<file path="src/rtl/pipe_issue_ctrl_pkg.sv">
// Shared types and sizing for the ID->EX issue controller and its scoreboard.
package pipe_issue_ctrl_pkg;

    localparam int NREG         = 32;
    localparam int IDX_W        = 5;
    localparam int CNT_W        = 2;
    localparam int MAX_INFLIGHT = 3;

    localparam logic [CNT_W-1:0] CNT_SAT      = '1;
    localparam logic [CNT_W-1:0] INFLIGHT_LIM = CNT_W'(MAX_INFLIGHT);

    typedef enum logic [1:0] {
        ST_IDLE  = 2'd0,
        ST_CHECK = 2'd1,
        ST_ISSUE = 2'd2,
        ST_DONE  = 2'd3
    } state_t;

    typedef struct packed {
        logic [IDX_W-1:0] rd;
        logic [IDX_W-1:0] rs1;
        logic [IDX_W-1:0] rs2;
        logic             use1;
        logic             use2;
        logic             wb_e;
    } id_instr_t;

    // x0 is hard-wired zero, so writes to it never need tracking.
    function automatic logic is_writer(input id_instr_t instr);
        return instr.wb_e && (instr.rd != '0);
    endfunction

endpackage

</file>
<file path="src/rtl/pipe_issue_ctrl_scoreboard.sv">
// Per-register pending-write counters plus a global in-flight writer count.
// Reads are of the registered counts only; a retire becomes visible the next cycle.
module pipe_issue_ctrl_scoreboard
    import pipe_issue_ctrl_pkg::*;
(
    input  logic             i_clk,
    input  logic             i_rst_n,
    input  logic             i_inc_e,
    input  logic [IDX_W-1:0] i_inc_idx,
    input  logic             i_dec_e,
    input  logic [IDX_W-1:0] i_dec_idx,
    input  logic [IDX_W-1:0] i_rs1_idx,
    input  logic [IDX_W-1:0] i_rs2_idx,
    input  logic [IDX_W-1:0] i_rd_idx,
    output logic [CNT_W-1:0] o_rs1_cnt,
    output logic [CNT_W-1:0] o_rs2_cnt,
    output logic [CNT_W-1:0] o_rd_cnt,
    output logic [CNT_W-1:0] o_inflight
);

    logic [NREG-1:0][CNT_W-1:0] w_pend;
    logic                       w_inc_ok;
    logic                       w_dec_ok;
    logic [CNT_W-1:0]           r_inflight;

    assign w_pend[0] = '0;
    assign w_inc_ok  = i_inc_e && (i_inc_idx != '0);
    // A retire against an idle counter is dropped so nothing can underflow.
    assign w_dec_ok  = i_dec_e && (i_dec_idx != '0) && (w_pend[i_dec_idx] != '0);

    generate
        for (genvar gi = 1; gi < NREG; gi++) begin : g_cnt
            logic [CNT_W-1:0] r_cnt;
            logic             w_inc_hit;
            logic             w_dec_hit;

            assign w_inc_hit = w_inc_ok && (i_inc_idx == IDX_W'(gi));
            assign w_dec_hit = w_dec_ok && (i_dec_idx == IDX_W'(gi));

            always_ff @(posedge i_clk or negedge i_rst_n) begin
                if (!i_rst_n) begin
                    r_cnt <= '0;
                end else if (w_inc_hit && !w_dec_hit) begin
                    r_cnt <= r_cnt + 1'b1;
                end else if (w_dec_hit && !w_inc_hit) begin
                    r_cnt <= r_cnt - 1'b1;
                end
            end

            assign w_pend[gi] = r_cnt;
        end
    endgenerate

    always_ff @(posedge i_clk or negedge i_rst_n) begin
        if (!i_rst_n) begin
            r_inflight <= '0;
        end else if (w_inc_ok && !w_dec_ok) begin
            r_inflight <= r_inflight + 1'b1;
        end else if (w_dec_ok && !w_inc_ok) begin
            r_inflight <= r_inflight - 1'b1;
        end
    end

    assign o_rs1_cnt  = w_pend[i_rs1_idx];
    assign o_rs2_cnt  = w_pend[i_rs2_idx];
    assign o_rd_cnt   = w_pend[i_rd_idx];
    assign o_inflight = r_inflight;

endmodule

</file>
<file path="src/rtl/pipe_issue_ctrl.sv">
// ID->EX issue controller: holds a decoded instruction on the four-phase
// handshake until its operands are RAW-hazard free, with flush-discard support.
module pipe_issue_ctrl
    import pipe_issue_ctrl_pkg::*;
(
    input  logic             i_clk,
    input  logic             i_rst_n,
    input  logic             i_id_syn,
    output logic             o_id_ack,
    input  logic [IDX_W-1:0] i_id_rd,
    input  logic [IDX_W-1:0] i_id_rs1,
    input  logic [IDX_W-1:0] i_id_rs2,
    input  logic             i_id_use1,
    input  logic             i_id_use2,
    input  logic             i_id_wb_e,
    output logic             o_ex_syn,
    input  logic             i_ex_ack,
    input  logic             i_wb_valid,
    input  logic [IDX_W-1:0] i_wb_rd,
    input  logic             i_flush,
    output logic             o_stall,
    output logic [CNT_W-1:0] o_inflight
);

    state_t           r_state;
    state_t           w_state_next;
    logic             r_id_ack;
    logic             r_ex_syn;
    logic             r_stall;
    logic             w_id_ack_next;
    logic             w_ex_syn_next;
    logic             w_stall_next;
    id_instr_t        w_instr;
    logic             w_writer;
    logic             w_hazard;
    logic             w_issue;
    logic [CNT_W-1:0] w_rs1_cnt;
    logic [CNT_W-1:0] w_rs2_cnt;
    logic [CNT_W-1:0] w_rd_cnt;
    logic [CNT_W-1:0] w_inflight;

    assign w_instr = '{rd: i_id_rd, rs1: i_id_rs1, rs2: i_id_rs2,
                       use1: i_id_use1, use2: i_id_use2, wb_e: i_id_wb_e};
    assign w_writer = is_writer(w_instr);

    pipe_issue_ctrl_scoreboard u_sb (
        .i_clk      (i_clk),
        .i_rst_n    (i_rst_n),
        .i_inc_e    (w_issue && w_writer),
        .i_inc_idx  (i_id_rd),
        .i_dec_e    (i_wb_valid),
        .i_dec_idx  (i_wb_rd),
        .i_rs1_idx  (i_id_rs1),
        .i_rs2_idx  (i_id_rs2),
        .i_rd_idx   (i_id_rd),
        .o_rs1_cnt  (w_rs1_cnt),
        .o_rs2_cnt  (w_rs2_cnt),
        .o_rd_cnt   (w_rd_cnt),
        .o_inflight (w_inflight)
    );

    // Pend counters of x0 read as zero, so the rs!=0 terms fall out naturally.
    assign w_hazard = (i_id_use1 && (w_rs1_cnt != '0))
                    | (i_id_use2 && (w_rs2_cnt != '0))
                    | (w_writer && (w_rd_cnt == CNT_SAT))
                    | (w_writer && (w_inflight == INFLIGHT_LIM));

    assign w_issue = (r_state == ST_CHECK) && !i_flush && !w_hazard;

    always_ff @(posedge i_clk or negedge i_rst_n) begin
        if (!i_rst_n) begin
            r_state  <= ST_IDLE;
            r_id_ack <= 1'b0;
            r_ex_syn <= 1'b0;
            r_stall  <= 1'b0;
        end else begin
            r_state  <= w_state_next;
            r_id_ack <= w_id_ack_next;
            r_ex_syn <= w_ex_syn_next;
            r_stall  <= w_stall_next;
        end
    end

    always_comb begin
        w_state_next = r_state;
        case (r_state)
            ST_IDLE:  if (i_id_syn) w_state_next = ST_CHECK;
            ST_CHECK: begin
                if (i_flush)        w_state_next = ST_DONE;
                else if (!w_hazard) w_state_next = ST_ISSUE;
            end
            ST_ISSUE: if (i_ex_ack) w_state_next = ST_DONE;
            ST_DONE:  if (!i_id_syn && !i_ex_ack) w_state_next = ST_IDLE;
            default:  w_state_next = ST_IDLE;
        endcase
    end

    always_comb begin
        w_id_ack_next = r_id_ack;
        w_ex_syn_next = r_ex_syn;
        w_stall_next  = 1'b0;
        case (r_state)
            ST_CHECK: begin
                if (i_flush)        w_id_ack_next = 1'b1;
                else if (!w_hazard) w_ex_syn_next = 1'b1;
                else                w_stall_next  = 1'b1;
            end
            ST_ISSUE: begin
                if (i_ex_ack) begin
                    w_ex_syn_next = 1'b0;
                    w_id_ack_next = 1'b1;
                end
            end
            ST_DONE:  if (!i_id_syn && !i_ex_ack) w_id_ack_next = 1'b0;
            default:  ;
        endcase
    end

    assign o_id_ack   = r_id_ack;
    assign o_ex_syn   = r_ex_syn;
    assign o_stall    = r_stall;
    assign o_inflight = w_inflight;

endmodule
</file>
<file path="config.mk">
export PLATFORM = sky130hd
export DESIGN_NAME = pipe_issue_ctrl
export DESIGN_NICKNAME = d
export VERILOG_FILES = /design/src/rtl/pipe_issue_ctrl_pkg.sv /design/src/rtl/pipe_issue_ctrl_scoreboard.sv /design/src/rtl/pipe_issue_ctrl.sv
export SDC_FILE = /design/constraint.sdc
export NUM_CORES = 1
export LEC_CHECK = 0
export CAP_MARGIN = 15
export CORE_ASPECT_RATIO = 1.25
export CORE_MARGIN = 1.5
export CORE_UTILIZATION = 40
export DETAILED_ROUTE_END_ITERATION = 10
export GPL_TIMING_DRIVEN = 0
export PLACE_DENSITY = 0.61
export SLEW_MARGIN = 20
export SYNTH_ARGS = -nofsm -noshare
export SYNTH_HDL_FRONTEND = slang
export SYNTH_SLANG_ARGS = --single-unit
</file>
<file path="constraint.sdc">
create_clock -name i_clk -period 3.4 [get_ports i_clk]
set_clock_uncertainty 0.2 [all_clocks]
set_input_delay 0.68 -clock i_clk [delete_from_list [all_inputs] [get_ports i_clk]]
set_output_delay 0.68 -clock i_clk [all_outputs]
set_load 0.05 [all_outputs]
</file>
==> summary.md <==
| Metric | Value |
|---|---|
| Status | finished with violations |
| Violated checks | negative setup slack |
| Wirelength per Cell | 21.1 um |
| DRT iter0 DRCs | 368 |
| Syn. warnings | 0 |
| Reg power frac | 0.356 |
| Met3 wire length | 990 um |
| Yosys cell types | 62 |
| Finish-stage setup viols | 50 |
| Share of layout cells above drive strength 1 | 0.314 |
| Clock buffer depth | 2 |
| Synth top area cells | dfrtp_1 32%, xor2_1 10%, ha_1 8.2% |
| Int Power | 2.50 mW |
| FP Rows | 47 |
| Fin. max-slew vios | 0 |
| Synthesized Nets | 636 |
| Relative slew slack | 0.204 |
| Post-route insts no fill | 814 |
| Root buf cell | clkbuf_16 |
| Post-synth top area share | 0.316 |
| Final Hold Viols | 0 |
| Lkg Pwr | 3.18 nW |
| Antenna fix cells | 0 |
| Clk network pwr share | 0.228 |
| Synthesized cell area | 0.00546 mm2 |
| Die height | 134 um |
| Sw Share | 0.401 |
| CP Max Fanout | 5 |
| Starting Density | 0.411 |
| Cell taking the most area after synthesis | dfrtp_1 |
| CTS tree | yes |
| Worst path cell trace | buf_8, buf_6, buf_6, buf_4, and4b_1, a31oi_1, a221o_1, and3_4, nand3_2, or4_4, buf_12, buf_16, nor3_4, ha_2, xor2_1, nor2_2, xor2_1 |
| First-pass GRT wire length | 26.4 mm |
| Slowest stage delay, CP | 0.58 ns |
| Unrepaired setup endpoints after global routing | true |
| CP bufs+invs | 6 |
| PortBufs | 26 |
| Initial antenna violation count | 0 |
| Worst-path clk slew | 0.06 ns |
| Final Critical Period | 3.69 ns |
| TritonRoute pass-1 iters | 5 |
| Total gr overflow | 0 |
| Core area | 0.0133 mm2 |
| CTS Hold Bufs | 0 |
| Detailed placement HPWL | 12.1 mm |
| Die area | 0.0144 mm2 |
| Fmax | 0.271 GHz |
| Vias in the first global route | 4817 |
| Top layer in use | met4 |
| Die W | 108 um |
| Fillers | 1125 |
| H-tree levels | 3 |
| Sw power | 1.67 mW |
| Pwr Total | 4.17 mW |
| Post-route DRC | 0 |
| Vias | 4879 |
| Met1 WL | 6.77 mm |
| Overall Global Routing Usage | 0.241 |
| Post-synth EDFFs | 0 |
| Clock sink count | 69 |
| Avg Cell Area, Syn | 9.56 um2 |
| Worst hold path type | primary input to asynchronous set/reset pin |
| Critical path data required time | 3.43 ns |
| FFs w/ async S/R, synth | 1.00 |
| Fin Hold WS | 0.0772 ns |
| Crit end category | flop |
| Power per cell area | 567 mW/mm2 |
| Startpoint Class | primary input |
| Combinational share of power | 0.416 |
| Place WS | -1.43 ns |
| Crit share post-route | 1.09 |
| Peak VDD IR | 0.395 mV |
| Slowest-stage cell, CP | or4_4 |
| Largest net degree at the start of global routing | 41 |
| Max-cap violations | 0 |
| Placed cell count | 769 |
| Area grow syn2layout | 34.7% |
| WL final | 17.2 mm |
| Crit-path leading delay family | simple AND/OR/NAND/NOR gates |
| Gpl congestion | 0.902 |
| Final worst slack | -0.289 ns |
| Final nets | 703 |
| I/O pins | 34 |
| Crit path kind | primary input to flop |
| Tightest Pin Transition | 1.19 ns |
| Yosys reg bits | 69 |
| Avg Vias per Cell | 5.99 |
| Ys flop type | dfrtp_1 |
| Final core utilization | 0.553 |
| Synth Instances | 571 |
| Final ANT Viol Nets | 0 |
| Clk Latency, worst-skew pair | 0.34 ns |
| Metal2 WL | 8.71 mm |
| CTS buffer count | 9 |
| Sequential-to-total area share from yosys stat | 0.316 |
| Data arrival, critical path | 3.72 ns |
synthesized netlist by cell type, types with 3 or more instances:
library cell,instances
nor3_1,15
nand2_1,25
xnor2_1,32
nand3_1,35
clkbuf_1,22
nor2_1,74
nand4_1,17
nor3_2,18
nand2b_1,6
or4_1,3
o21ai_0,12
xor2_1,64
inv_1,10
or3_1,3
nor4_1,11
and4b_1,5
buf_1,3
buf_6,4
buf_2,9
a211oi_1,5
and3_1,5
mux4_2,18
nor2b_1,8
a21oi_1,11
a31oi_1,3
ha_1,36
a311oi_1,3
dfrtp_1,69
nand3b_1,7
flip-flops by register name, summed over array words and instances (netlist names):
register and count:
u_sb.o_inflight 2, o_stall 1, u_sb.g_cnt.r_cnt 62, o_ex_syn 1
o_id_ack 1, r_state 2
repair_timing:
item / in CTS / in global routing
gates cloned: 1 / 1
endpoints found under the setup margin: 65 / 63
gates resized for setup: 81 / 75
pin swaps: 32 / 33
buffers inserted: 22 / 10
power groups by stage:
| stage | Combinational [mW] | Sequential [mW] | Clock (mW) |
|---|---|---|---|
| after floorplan | 1.02 | 1.48 | 0 |
| after global placement | 1.50 | 1.44 | 0 |
| after detailed placement | 1.53 | 1.46 | 0 |
| after CTS | 1.63 | 1.45 | 0.962 |
| after global routing | 1.87 | 1.53 | 1.00 |
| final | 1.73 | 1.49 | 0.951 |
worst paths after layout:
kind	from	cells past startpoint	slack (ns)	to
min	i_rst_n	1	0.08	o_id_ack
min in group i_clk	u_sb.g_cnt[15].r_cnt[1]	1	0.29	u_sb.g_cnt[15].r_cnt[1]
min reg2reg	u_sb.g_cnt[15].r_cnt[1]	1	0.29	u_sb.g_cnt[15].r_cnt[1]
max reg2reg	u_sb.g_cnt[8].r_cnt[0]	13	-0.16	u_sb.g_cnt[18].r_cnt[1]
max	i_id_rd[1]	17	-0.29	u_sb.g_cnt[18].r_cnt[1]
max in group asynchronous	i_rst_n	2	2.36	u_sb.g_cnt[4].r_cnt[1]
cells in the final DEF (no fill, tap or decap), types with 9 or more instances in the layout:
cell             netlist  final
ha_4                   0     14
xnor2_1               32     27
xor2_2                 0     12
xor2_1                64     52
nor3_1                15     13
mux4_2                18     18
ha_1                  36     17
nor2_2                 0     16
buf_4                  0     26
o21ai_0               12     10
clkbuf_16              0     10
nand3_1               35     34
clkdlybuf4s50_1        0     20
dfrtp_1               69     69
nor4_4                 1      9
clkbuf_1              22     11
nor2_1                74     57
a21oi_1               11     10
nand4_1               17     17
nor3_4                 1     13
nand2_1               25     24
layout make-up:
cell class / instances / area (um2) / share of cell area
multi-input cells: 452 / 4160 / 0.565
flip-flops and latches: 69 / 1730 / 0.235
repair buffers: 60 / 623 / 0.0847
plain buffers: 35 / 288 / 0.0391
clock buffers: 12 / 246 / 0.0335
well taps: 171 / 214 / 0.0291
inverters: 11 / 50.0 / 0.00681
clock inverters: 4 / 47.5 / 0.00647
per-layer routing:
metal	global-route usage	vias to the layer above
li1	-	2179
met1	0.296	2439
met2	0.410	211
met3	0.0401	50
met4	0.113	0
met5	0	-
cells by family (layout without fill, tap and decap cells):
family,count (synthesis),count (layout),synth area share
AOI/OAI and AO/OA,55,55,0.0720
xor gates and xnor gates,96,96,0.154
adders and majority gates,36,36,0.0825
buffers and inverters,50,122,0.0449
DFF,69,69,0.316
muxes,21,21,0.0802
and+or+nand+nor,244,244,0.250
through the flow:
step / setup TNS, ns / area [um2]
2_1_floorplan: -6.73 / 5560
3_3_place_gp: -145.41 / 6030
3_5_place_dp: -79.83 / 6050
4_1_cts: -3.99 / 6840
5_1_grt: -10.83 / 7350
6_report: -5.42 / 7350
Note: power is estimated with default switching activity, not from simulation.
